--- config.mk ---
export PLATFORM = sky130hd
export DESIGN_NAME = ascii_bcd_stream_packer
export DESIGN_NICKNAME = d
export VERILOG_FILES = /design/src/rtl/ascii_bcd_stream_packer.sv
export SDC_FILE = /design/constraint.sdc
export NUM_CORES = 1
export LEC_CHECK = 0
export CORE_MARGIN = 3
export CORE_UTILIZATION = 47
export DETAILED_ROUTE_END_ITERATION = 8
export PLACE_DENSITY_LB_ADDON = 0.15
export SKIP_CTS_REPAIR_TIMING = 1
export SYNTH_ARGS = -nofsm -noshare
export SYNTH_HDL_FRONTEND = slang
export SYNTH_SLANG_ARGS = --single-unit
--- constraint.sdc ---
create_clock -name clk -period 1.61 [get_ports clk]
set_input_delay 0.322 -clock clk [delete_from_list [all_inputs] [get_ports clk]]
set_output_delay 0.322 -clock clk [all_outputs]
set_load 0.02 [all_outputs]
--- src/rtl/ascii_bcd_stream_packer.sv ---
// Purpose : packs ASCII decimal digits of one number into a right-justified BCD word with an error code.
// Latency : out_valid rises one cycle after the input transfer carrying in_last.
// Backpr. : in_ready drops while a word waits in OUTPUT; the word holds until out_ready.
//
// Ports:
//   clk, rst_n                  clock, asynchronous active-low reset
//   in_valid/in_ready/in_char   ASCII character stream, in_last marks the final character
//   out_valid/out_ready         packed word handshake
//   out_bcd                     packed BCD (zero when an error was flagged)
//   out_ndig                    digits accepted into the word
//   out_err                     00 ok, 01 non-digit, 10 overflow
module ascii_bcd_stream_packer #(
  parameter int DIGITS = 4,
  localparam int CW = $clog2(DIGITS + 1)
) (
  input  logic                  clk,
  input  logic                  rst_n,
  input  logic                  in_valid,
  output logic                  in_ready,
  input  logic [7:0]            in_char,
  input  logic                  in_last,
  output logic                  out_valid,
  input  logic                  out_ready,
  output logic [4*DIGITS-1:0]   out_bcd,
  output logic [CW-1:0]         out_ndig,
  output logic [1:0]            out_err
);

  typedef enum logic [1:0] {COLLECT, DRAIN, OUTPUT} state_t;

  localparam logic [CW-1:0] DMAX = CW'(DIGITS);

  state_t              state, state_nxt;
  logic                live;      // low during reset and until the first clock after release
  logic [4*DIGITS-1:0] acc, acc_shift;
  logic [CW-1:0]       cnt;
  logic [1:0]          err;
  logic                in_fire, out_fire, is_digit, full, err_hit;

  assign in_ready  = live && (state != OUTPUT);
  assign out_valid = (state == OUTPUT);
  assign in_fire   = in_valid && in_ready;
  assign out_fire  = out_valid && out_ready;
  assign is_digit  = (in_char >= 8'h30) && (in_char <= 8'h39);
  assign full      = (cnt == DMAX);
  // Any character that would set the error code while collecting.
  assign err_hit   = !is_digit || full;

  generate
    if (DIGITS == 1) begin : g_shift1
      assign acc_shift = in_char[3:0];
    end else begin : g_shiftn
      assign acc_shift = {acc[4*DIGITS-5:0], in_char[3:0]};
    end
  endgenerate

  always_ff @(posedge clk or negedge rst_n) begin
    if (!rst_n) begin
      state <= COLLECT;
      live  <= 1'b0;
    end else begin
      state <= state_nxt;
      live  <= 1'b1;
    end
  end

  always_comb begin
    state_nxt = state;
    case (state)
      COLLECT: begin
        if (in_fire) begin
          if (in_last)      state_nxt = OUTPUT;
          else if (err_hit) state_nxt = DRAIN;
        end
      end
      DRAIN:   if (in_fire && in_last) state_nxt = OUTPUT;
      OUTPUT:  if (out_fire) state_nxt = COLLECT;
      default: state_nxt = COLLECT;
    endcase
  end

  // Accumulator, digit count and error code. Only COLLECT updates them, so
  // the first error naturally wins: DRAIN and OUTPUT leave them frozen.
  always_ff @(posedge clk or negedge rst_n) begin
    if (!rst_n) begin
      acc <= '0;
      cnt <= '0;
      err <= 2'b00;
    end else if (out_fire) begin
      acc <= '0;
      cnt <= '0;
      err <= 2'b00;
    end else if (state == COLLECT && in_fire) begin
      if (is_digit && !full) begin
        acc <= acc_shift;
        cnt <= cnt + CW'(1);
      end else if (is_digit) begin
        err <= 2'b10;
      end else begin
        err <= 2'b01;
      end
    end
  end

  // Output fields read as zero except while a word is presented.
  assign out_bcd  = (out_valid && err == 2'b00) ? acc : '0;
  assign out_ndig = out_valid ? cnt : '0;
  assign out_err  = out_valid ? err : 2'b00;

endmodule
==> results of run 1 <==
how the worst max path moves through the flow:
stage | cells past startpoint | slack [ns] | from | end
after floorplan | 4 | 0.06 | state[1]$_DFFE_PN0P_ | out_bcd[0]
after global placement | 4 | -0.31 | err[1]$_DFFE_PN0P_ | out_bcd[7]
after detailed placement | 4 | -0.36 | err[1]$_DFFE_PN0P_ | out_bcd[15]
after CTS | 4 | -0.75 | err[1]$_DFFE_PN0P_ | out_bcd[15]
after global routing | 4 | -0.33 | err[1]$_DFFE_PN0P_ | out_bcd[5]
final | 4 | -0.25 | err[1]$_DFFE_PN0P_ | out_bcd[0]
layout by cell type (no fill, tap or decap), types with 2 or more instances in the layout:
cell type / Yosys / routed
sky130_fd_sc_hd__and2_1: 19 / 13
sky130_fd_sc_hd__mux2_4: 0 / 3
sky130_fd_sc_hd__mux2i_2: 0 / 2
sky130_fd_sc_hd__ha_1: 2 / 2
sky130_fd_sc_hd__a21oi_1: 3 / 3
sky130_fd_sc_hd__nand3b_1: 2 / 2
sky130_fd_sc_hd__nor3_4: 0 / 2
sky130_fd_sc_hd__mux2i_1: 15 / 13
sky130_fd_sc_hd__and2_4: 0 / 6
sky130_fd_sc_hd__inv_1: 8 / 8
sky130_fd_sc_hd__nor2_1: 2 / 2
sky130_fd_sc_hd__o21ai_1: 2 / 2
sky130_fd_sc_hd__buf_4: 0 / 26
sky130_fd_sc_hd__dfrtp_1: 24 / 23
sky130_fd_sc_hd__buf_6: 3 / 27
sky130_fd_sc_hd__o211a_1: 2 / 2
sky130_fd_sc_hd__clkbuf_4: 0 / 3
sky130_fd_sc_hd__nand4bb_1: 2 / 2
sky130_fd_sc_hd__nand2_1: 17 / 17
sky130_fd_sc_hd__clkdlybuf4s50_1: 0 / 12
worst max-delay path, stage by stage, from the launching register on:
cell and delay [ns]:
sky130_fd_sc_hd__dfrtp_1 0.44, sky130_fd_sc_hd__nor4_4 0.33, sky130_fd_sc_hd__buf_6 0.18, sky130_fd_sc_hd__and2_1 0.15, sky130_fd_sc_hd__buf_6 0.12
logic make-up after synthesis:
logic type / count (synthesis)
muxes: 18
buffers and inverters: 15
and+or+nand+nor: 52
adders and majority gates: 2
DFF: 24
AOI/OAI and AO/OA: 14
other: 1
routing by layer:
layer | up-vias | GRT usage, % | wire [microns]
met5 | - | 0 | 0
met4 | 0 | 8.61 | 104
met3 | 10 | 2.41 | 164
met2 | 37 | 34.9 | 1750
met1 | 551 | 24.4 | 1350
li1 | 553 | - | -
stage by stage:
step	util, %	setup TNS [ns]
after global placement	72.3	-8.11
after floorplan	-	0
after detailed placement	72.3	-9.51
after global routing	80.6	-7.13
final	80.6	-4.44
after CTS	74.3	-16.22
power groups by stage:
stage | logic [uW] | registers [uW] | clock network [uW]
after CTS | 286 | 685 | 459
after global routing | 398 | 696 | 484
after detailed placement | 283 | 697 | 0
final | 364 | 688 | 457
after floorplan | 146 | 690 | 0
after global placement | 273 | 695 | 0
final cells by class:
cell class / count / area (sq um)
fill: 160 / 494
clock buffer: 3 / 22.5
tap: 30 / 37.5
clock inverter: 1 / 30.0
sequential: 24 / 602
multi-input combinational: 87 / 686
inverter: 9 / 33.8
timing repair buffer: 67 / 639
state kept, by name, indices dropped and copies added, names as in the netlist:
name / count
acc: 16
cnt: 3
err: 2
live: 1
state: 2
==> load_flow_metrics.sql, run 1 <==
INSERT INTO impl_metrics (metric_group, metric, value, unit) VALUES
('clocking', 'clockRootBuffer', 'sky130_fd_sc_hd__clkbuf_4', ''),
('drt', 'number_of_antenna_violating_nets_in_the_routed_design', '0', ''),
('synth', 'synth_xor_xnor_area_share', '0', '%'),
('timing', 'slew_viol_final', '0', ''),
('pwr', 'power_frac_clock', '30.3', '%'),
('synth', 'ys_ff_latch', '24', ''),
('min_path', 'hp-class', 'in2async', ''),
('floorplanning', 'initial_core_util', '50.8', '%'),
('timing', 'rsz0062_at_grt', 'true', ''),
('finish', 'fin_cells', '221', ''),
('clocking', 'clock_sink_count', '24', ''),
('finish', 'finish.net_count', '207', ''),
('synth', 'seq_area_frac_synth', '46.5', '%'),
('pwr', 'switching_power', '409', 'uW'),
('synth', 'synth.net_count', '141', ''),
('clocking', 'clkTransAtPathRegs', '0.14', 'ns'),
('synth', 'yosys_warnings', '0', ''),
('synth', 'synth.cell_area', '0.00129', 'sq mm'),
('timing', 'final_setup_vio_count', '27', ''),
('worst_setup_path', 'worst_setup_path_end_kind', 'output pin', ''),
('floorplanning', 'rows', '18', ''),
('synth', 'synthesis.instances', '126', ''),
('drt', 'drc_errors', '0', ''),
('floorplanning', 'design.core.area', '0.00254', 'sq mm'),
('synth', 'synthMostInstantiatedCell', 'sky130_fd_sc_hd__dfrtp_1', ''),
('run', 'cap_viol_max_count', '0', ''),
('synth', 'syn_avg_cell_area', '10.3', 'sq um'),
('worst_setup_path', 'worst_setup_path_start_kind', 'register', ''),
('drt', 'detailed_route_via_count', '1151', ''),
('pwr', 'power.leakage', '0.00107', 'uW'),
('synth', 'yosys.area.top_type', 'sky130_fd_sc_hd__dfrtp_1', ''),
('synth', 'synth_top_area_share', '46.5', '%'),
('synth', 'synth-simple-area-share', '23.6', '%'),
('pwr', 'power.share.switching', '27.1', '%'),
('placement', 'dpl.cell_count', '211', ''),
('drt', 'post_drt_via_cell_ratio', '5.21', ''),
('global_routing', 'grt_pass1_vias', '1151', ''),
('synth', 'yosys.area_share.adder', '1.94', '%'),
('worst_setup_path', 'signal_arrival_time_at_the_worst_endpoint', '1.54', 'ns'),
('synth', 'combinational_family_with_the_most_area_after_synthesis', 'simple AND/OR/NAND/NOR gates', ''),
('clocking', 'clock_tree.htree_level_count', '1', ''),
('timing', 'layout_setup_ws', '-0.252', 'ns'),
('placement', 'place.port_buffers', '35', ''),
('global_routing', 'grt_start_max_net_pins', '25', ''),
('clocking', 'clock_insertion_delay_worst_skew', '0.34', 'ns'),
('finish', 'flow.area_growth_from_synthesis', '58.7', '%'),
('timing', 'min_period_over_period', '116', '%'),
('pwr', 'ir_worst_vdd', '0.801', 'mV'),
('synth', 'share_of_synthesized_flip_flops_with_an_asynchronous_set_or_reset', '100', '%'),
('floorplanning', 'vertical_die_dimension', '58.4', 'microns'),
('drt', 'dr.pass1.iters', '4', ''),
('timing', 'timing.hold.ws', '0.321', 'ns'),
('pwr', 'p_seq_share', '45.6', '%'),
('global_routing', 'antenna_violations_before_repair', '0', ''),
('floorplanning', 'dieArea', '0.00342', 'sq mm'),
('finish', 'insertedDiodeCount', '0', ''),
('placement', 'placedInstanceArea', '0.00184', 'sq mm'),
('clocking', 'tritoncts', 'done', ''),
('worst_setup_path', 'rr_worst_depth', '5', ''),
('clocking', 'clk_path_buf_depth', '2', ''),
('floorplanning', 'dieWidth', '58.4', 'microns'),
('synth', 'synth_common_cells', '24 x sky130_fd_sc_hd__dfrtp_1, 19 x sky130_fd_sc_hd__and2_1, 17 x sky130_fd_sc_hd__nand2_1, 15 x sky130_fd_sc_hd__mux2i_1, 8 x sky130_fd_sc_hd__inv_1', ''),
('outcome', 'violations', 'negative setup slack', ''),
('drt', 'drt-wirelength-per-cell', '15.3', 'microns'),
('outcome', 'status', 'complete, but fails checks', ''),
('global_routing', 'global_route.usage.total', '19.9', '%'),
('floorplanning', 'boundaryPins', '36', ''),
('pwr', 'comb_power_share', '24.1', '%'),
('synth', 'synth_top_cells_by_area', 'sky130_fd_sc_hd__dfrtp_1 46%, sky130_fd_sc_hd__mux2i_1 12%, sky130_fd_sc_hd__and2_1 9.2%', ''),
('global_routing', 'first_pass_grt_wire_length', '5.13', 'mm'),
('worst_setup_path', 'rrSetupSlack', '-0.03', 'ns');
Power figures use the tool's default switching activity.
==> run 2, diff against run 1 <==
--- a/config.mk
+++ b/config.mk
@@ -7,6 +7,7 @@
 export LEC_CHECK = 0
 export CORE_MARGIN = 3
 export CORE_UTILIZATION = 47
+export CTS_CLUSTER_SIZE = 10
 export DETAILED_ROUTE_END_ITERATION = 8
 export PLACE_DENSITY_LB_ADDON = 0.15
 export SKIP_CTS_REPAIR_TIMING = 1
==> results of run 2 <==
Final layout, timing and power as in run 1 (identical DEF).
==> run 3, diff against run 2 <==
--- a/config.mk
+++ b/config.mk
@@ -9,7 +9,7 @@
 export CORE_UTILIZATION = 47
 export CTS_CLUSTER_SIZE = 10
 export DETAILED_ROUTE_END_ITERATION = 8
-export PLACE_DENSITY_LB_ADDON = 0.15
+export PLACE_DENSITY = 0.79
 export SKIP_CTS_REPAIR_TIMING = 1
 export SYNTH_ARGS = -nofsm -noshare
 export SYNTH_HDL_FRONTEND = slang
==> load_flow_metrics.sql, run 3 (synthesis results as in run 1) <==
INSERT INTO impl_metrics (metric_group, metric, value, unit) VALUES
('outcome', 'status', 'complete, but fails checks', ''),
('outcome', 'violations', 'negative setup slack', ''),
('worst_setup_path', 'setup.worst_path.class', 'reg2out', ''),
('clocking', 'clockRootBuffer', 'sky130_fd_sc_hd__clkbuf_4', ''),
('timing', 'layout_setup_ws', '-0.214', 'ns'),
('finish', 'postLayoutCoreUtil', '76.4', '%'),
('drt', 'drt_iter0_drc', '19', ''),
('global_routing', 'global_route.usage.total', '17.6', '%'),
('clocking', 'clk_path_buf_depth', '2', ''),
('floorplanning', 'vertical_die_dimension', '58.4', 'microns'),
('worst_setup_path', 'rr_worst_depth', '5', ''),
('global_routing', 'first_pass_grt_wire_length', '4.64', 'mm'),
('finish', 'post_route_cells_drive_above_1_share', '34.6', '%'),
('timing', 'final.setup_skew', '0.00729', 'ns'),
('floorplanning', 'rows', '18', ''),
('clocking', 'tritoncts', 'done', ''),
('worst_setup_path', 'r2r_end', 'cnt[1]$_DFFE_PN0P_', ''),
('floorplanning', 'initial_core_util', '50.8', '%'),
('worst_setup_path', 'worst_setup_path_end_kind', 'output pin', ''),
('worst_setup_path', 'worstReg2RegStart', 'state[0]$_DFFE_PN0P_', ''),
('finish', 'fin_cells', '218', ''),
('finish', 'biggestRegsByFlops', 'acc (16), cnt (3)', ''),
('placement', 'place.detailed.hpwl', '2.16', 'mm'),
('drt', 'drc_errors', '0', ''),
('finish', 'layout.cells.most_common', 'sky130_fd_sc_hd__buf_4', ''),
('clocking', 'tritoncts.num_buffers', '3', ''),
('timing', 'min_period_over_period', '113', '%'),
('floorplanning', 'dieWidth', '58.4', 'microns'),
('timing', 'timing.hold.ws', '0.340', 'ns'),
('worst_setup_path', 'crit_path_cell_trace', 'nor4_4 > buf_6 > and2_1 > buf_4', ''),
('pwr', 'ir_worst_vdd', '0.596', 'mV'),
('worst_setup_path', 'critical_path_buffer_and_inverter_count', '2', ''),
('timing', 'highest_clock_rate', '548', 'MHz'),
('pwr', 'power_density', '689', 'mW/mm^2'),
('finish', 'largest_register', 'acc', ''),
('floorplanning', 'design.core.area', '0.00254', 'sq mm'),
('finish', 'finish.net_count', '204', ''),
('pwr', 'power.leakage', '0.00103', 'uW'),
('worst_setup_path', 'critical_path.max_stage_delay', '0.44', 'ns'),
('global_routing', 'grt.overflow.total', '0', ''),
('floorplanning', 'boundaryPins', '36', ''),
('worst_setup_path', 'critical_path.slowest_cell', 'sky130_fd_sc_hd__dfrtp_1', ''),
('timing', 'timing_hold_violations_final', '0', ''),
('run', 'cap_viol_max_count', '0', ''),
('clocking', 'clock_insertion_delay_worst_skew', '0.32', 'ns'),
('min_path', 'hp-class', 'in2async', ''),
('finish', 'largest_register_ff_count', '16', ''),
('worst_setup_path', 'rrSetupSlack', '-0.03', 'ns'),
('worst_setup_path', 'crit_fanout', '16', ''),
('drt', 'drt-wirelength-per-cell', '13.2', 'microns'),
('timing', 'rsz0062_at_grt', 'true', ''),
('drt', 'number_of_antenna_violating_nets_in_the_routed_design', '0', ''),
('drt', 'dr.pass1.iters', '4', ''),
('placement', 'finalWeightedCongestion', '0.907', ''),
('placement', 'place.port_buffers', '35', ''),
('clocking', 'clock_tree.htree_level_count', '1', ''),
('worst_setup_path', 'crit_family', 'flip-flops', ''),
('finish', 'layout_common_cells', '31 x sky130_fd_sc_hd__buf_4, 23 x sky130_fd_sc_hd__dfrtp_1, 21 x sky130_fd_sc_hd__buf_6', ''),
('timing', 'post-route-min-period', '1.82', 'ns'),
('global_routing', 'grt_start_max_net_pins', '25', ''),
('drt', 'post_drt_via_cell_ratio', '5.03', ''),
('global_routing', 'grt_pass1_vias', '1131', ''),
('drt', 'detailed_route_via_count', '1097', ''),
('worst_setup_path', 'critical_path_required', '1.29', 'ns'),
('finish', 'flow.area_growth_from_synthesis', '50.3', '%'),
('global_routing', 'antenna_violations_before_repair', '0', ''),
('pwr', 'totalPowerFinal', '1340', 'uW'),
('worst_setup_path', 'worst_setup_path_start_kind', 'register', ''),
('timing', 'final_setup_vio_count', '24', ''),
('clocking', 'clock_sink_count', '24', ''),
('placement', 'dpl.cell_count', '212', ''),
('floorplanning', 'dieArea', '0.00342', 'sq mm'),
('clocking', 'clkTransAtPathRegs', '0.14', 'ns'),
('worst_setup_path', 'signal_arrival_time_at_the_worst_endpoint', '1.50', 'ns'),
('worst_setup_path', 'crit_start', 'err[1]$_DFFE_PN0P_', ''),
('finish', 'insertedDiodeCount', '0', ''),
('timing', 'slew_viol_final', '0', ''),
('placement', 'dp_slack', '-0.340', 'ns'),
('drt', 'detail_route.wirelength', '2.89', 'mm');
==> run 3: changes by cell type in the layout (fill, tap and decap cells not counted), moves of 3 or more <==
cell / change
sky130_fd_sc_hd__buf_6: -6
sky130_fd_sc_hd__and2_1: +5
sky130_fd_sc_hd__and2_4: -5
sky130_fd_sc_hd__buf_4: +5
sky130_fd_sc_hd__mux2_1: +3
sky130_fd_sc_hd__mux2_4: -3
==> run 3: cell type report <==
cell class / instances / area [sq um]
inverters: 9 / 33.8
clock buffers: 4 / 36.3
multi-input cells: 87 / 644
flip-flops and latches: 24 / 602
well taps: 30 / 37.5
repair buffers: 64 / 589
fillers: 185 / 602
==> run 3: per-layer routing <==
metal	wire (microns)	part of all wire, %	track usage (%)
met5	0	0	0
met4	11	0.38	6.95
met3	167	5.8	3.73
met2	1440	50	30.6
met1	1270	44	21.2
==> run 3: power by group <==
group / internal [uW] / total, uW / switching, uW / leakage (uW)
Combinational: 174 / 321 / 147 / 0.000685
Clock: 138 / 327 / 189 / 0.0000210
Sequential: 652 / 690 / 37.7 / 0.000323
Total: 964 / 1340 / 374 / 0.00103
==> run 3: metrics by stage <==
| stage | area (sq um) | TNS, ns |
|---|---|---|
| finish | 1940 | -3.64 |
| global route | 1940 | -6.04 |
| floorplan | 1300 | 0 |
| detailed placement | 1850 | -8.71 |
| CTS | 1880 | -15.13 |
| global placement | 1850 | -7.74 |
==> run 3: worst register-to-register path, cell delays in order (launching register included) <==
cell                       delay [ns]
sky130_fd_sc_hd__dfrtp_2         0.47
sky130_fd_sc_hd__buf_6           0.14
sky130_fd_sc_hd__and4bb_1        0.32
sky130_fd_sc_hd__nand4_1         0.13
sky130_fd_sc_hd__buf_6           0.16
sky130_fd_sc_hd__mux2_1          0.31
==> run 3: worst max path at each step <==
stage          cells after the start     endpoint
2_1_floorplan                      4   out_bcd[0]
3_3_place_gp                       4  out_bcd[14]
3_5_place_dp                       4   out_bcd[5]
4_1_cts                            4   out_bcd[5]
5_1_grt                            4   out_bcd[5]
6_report                           4   out_bcd[5]
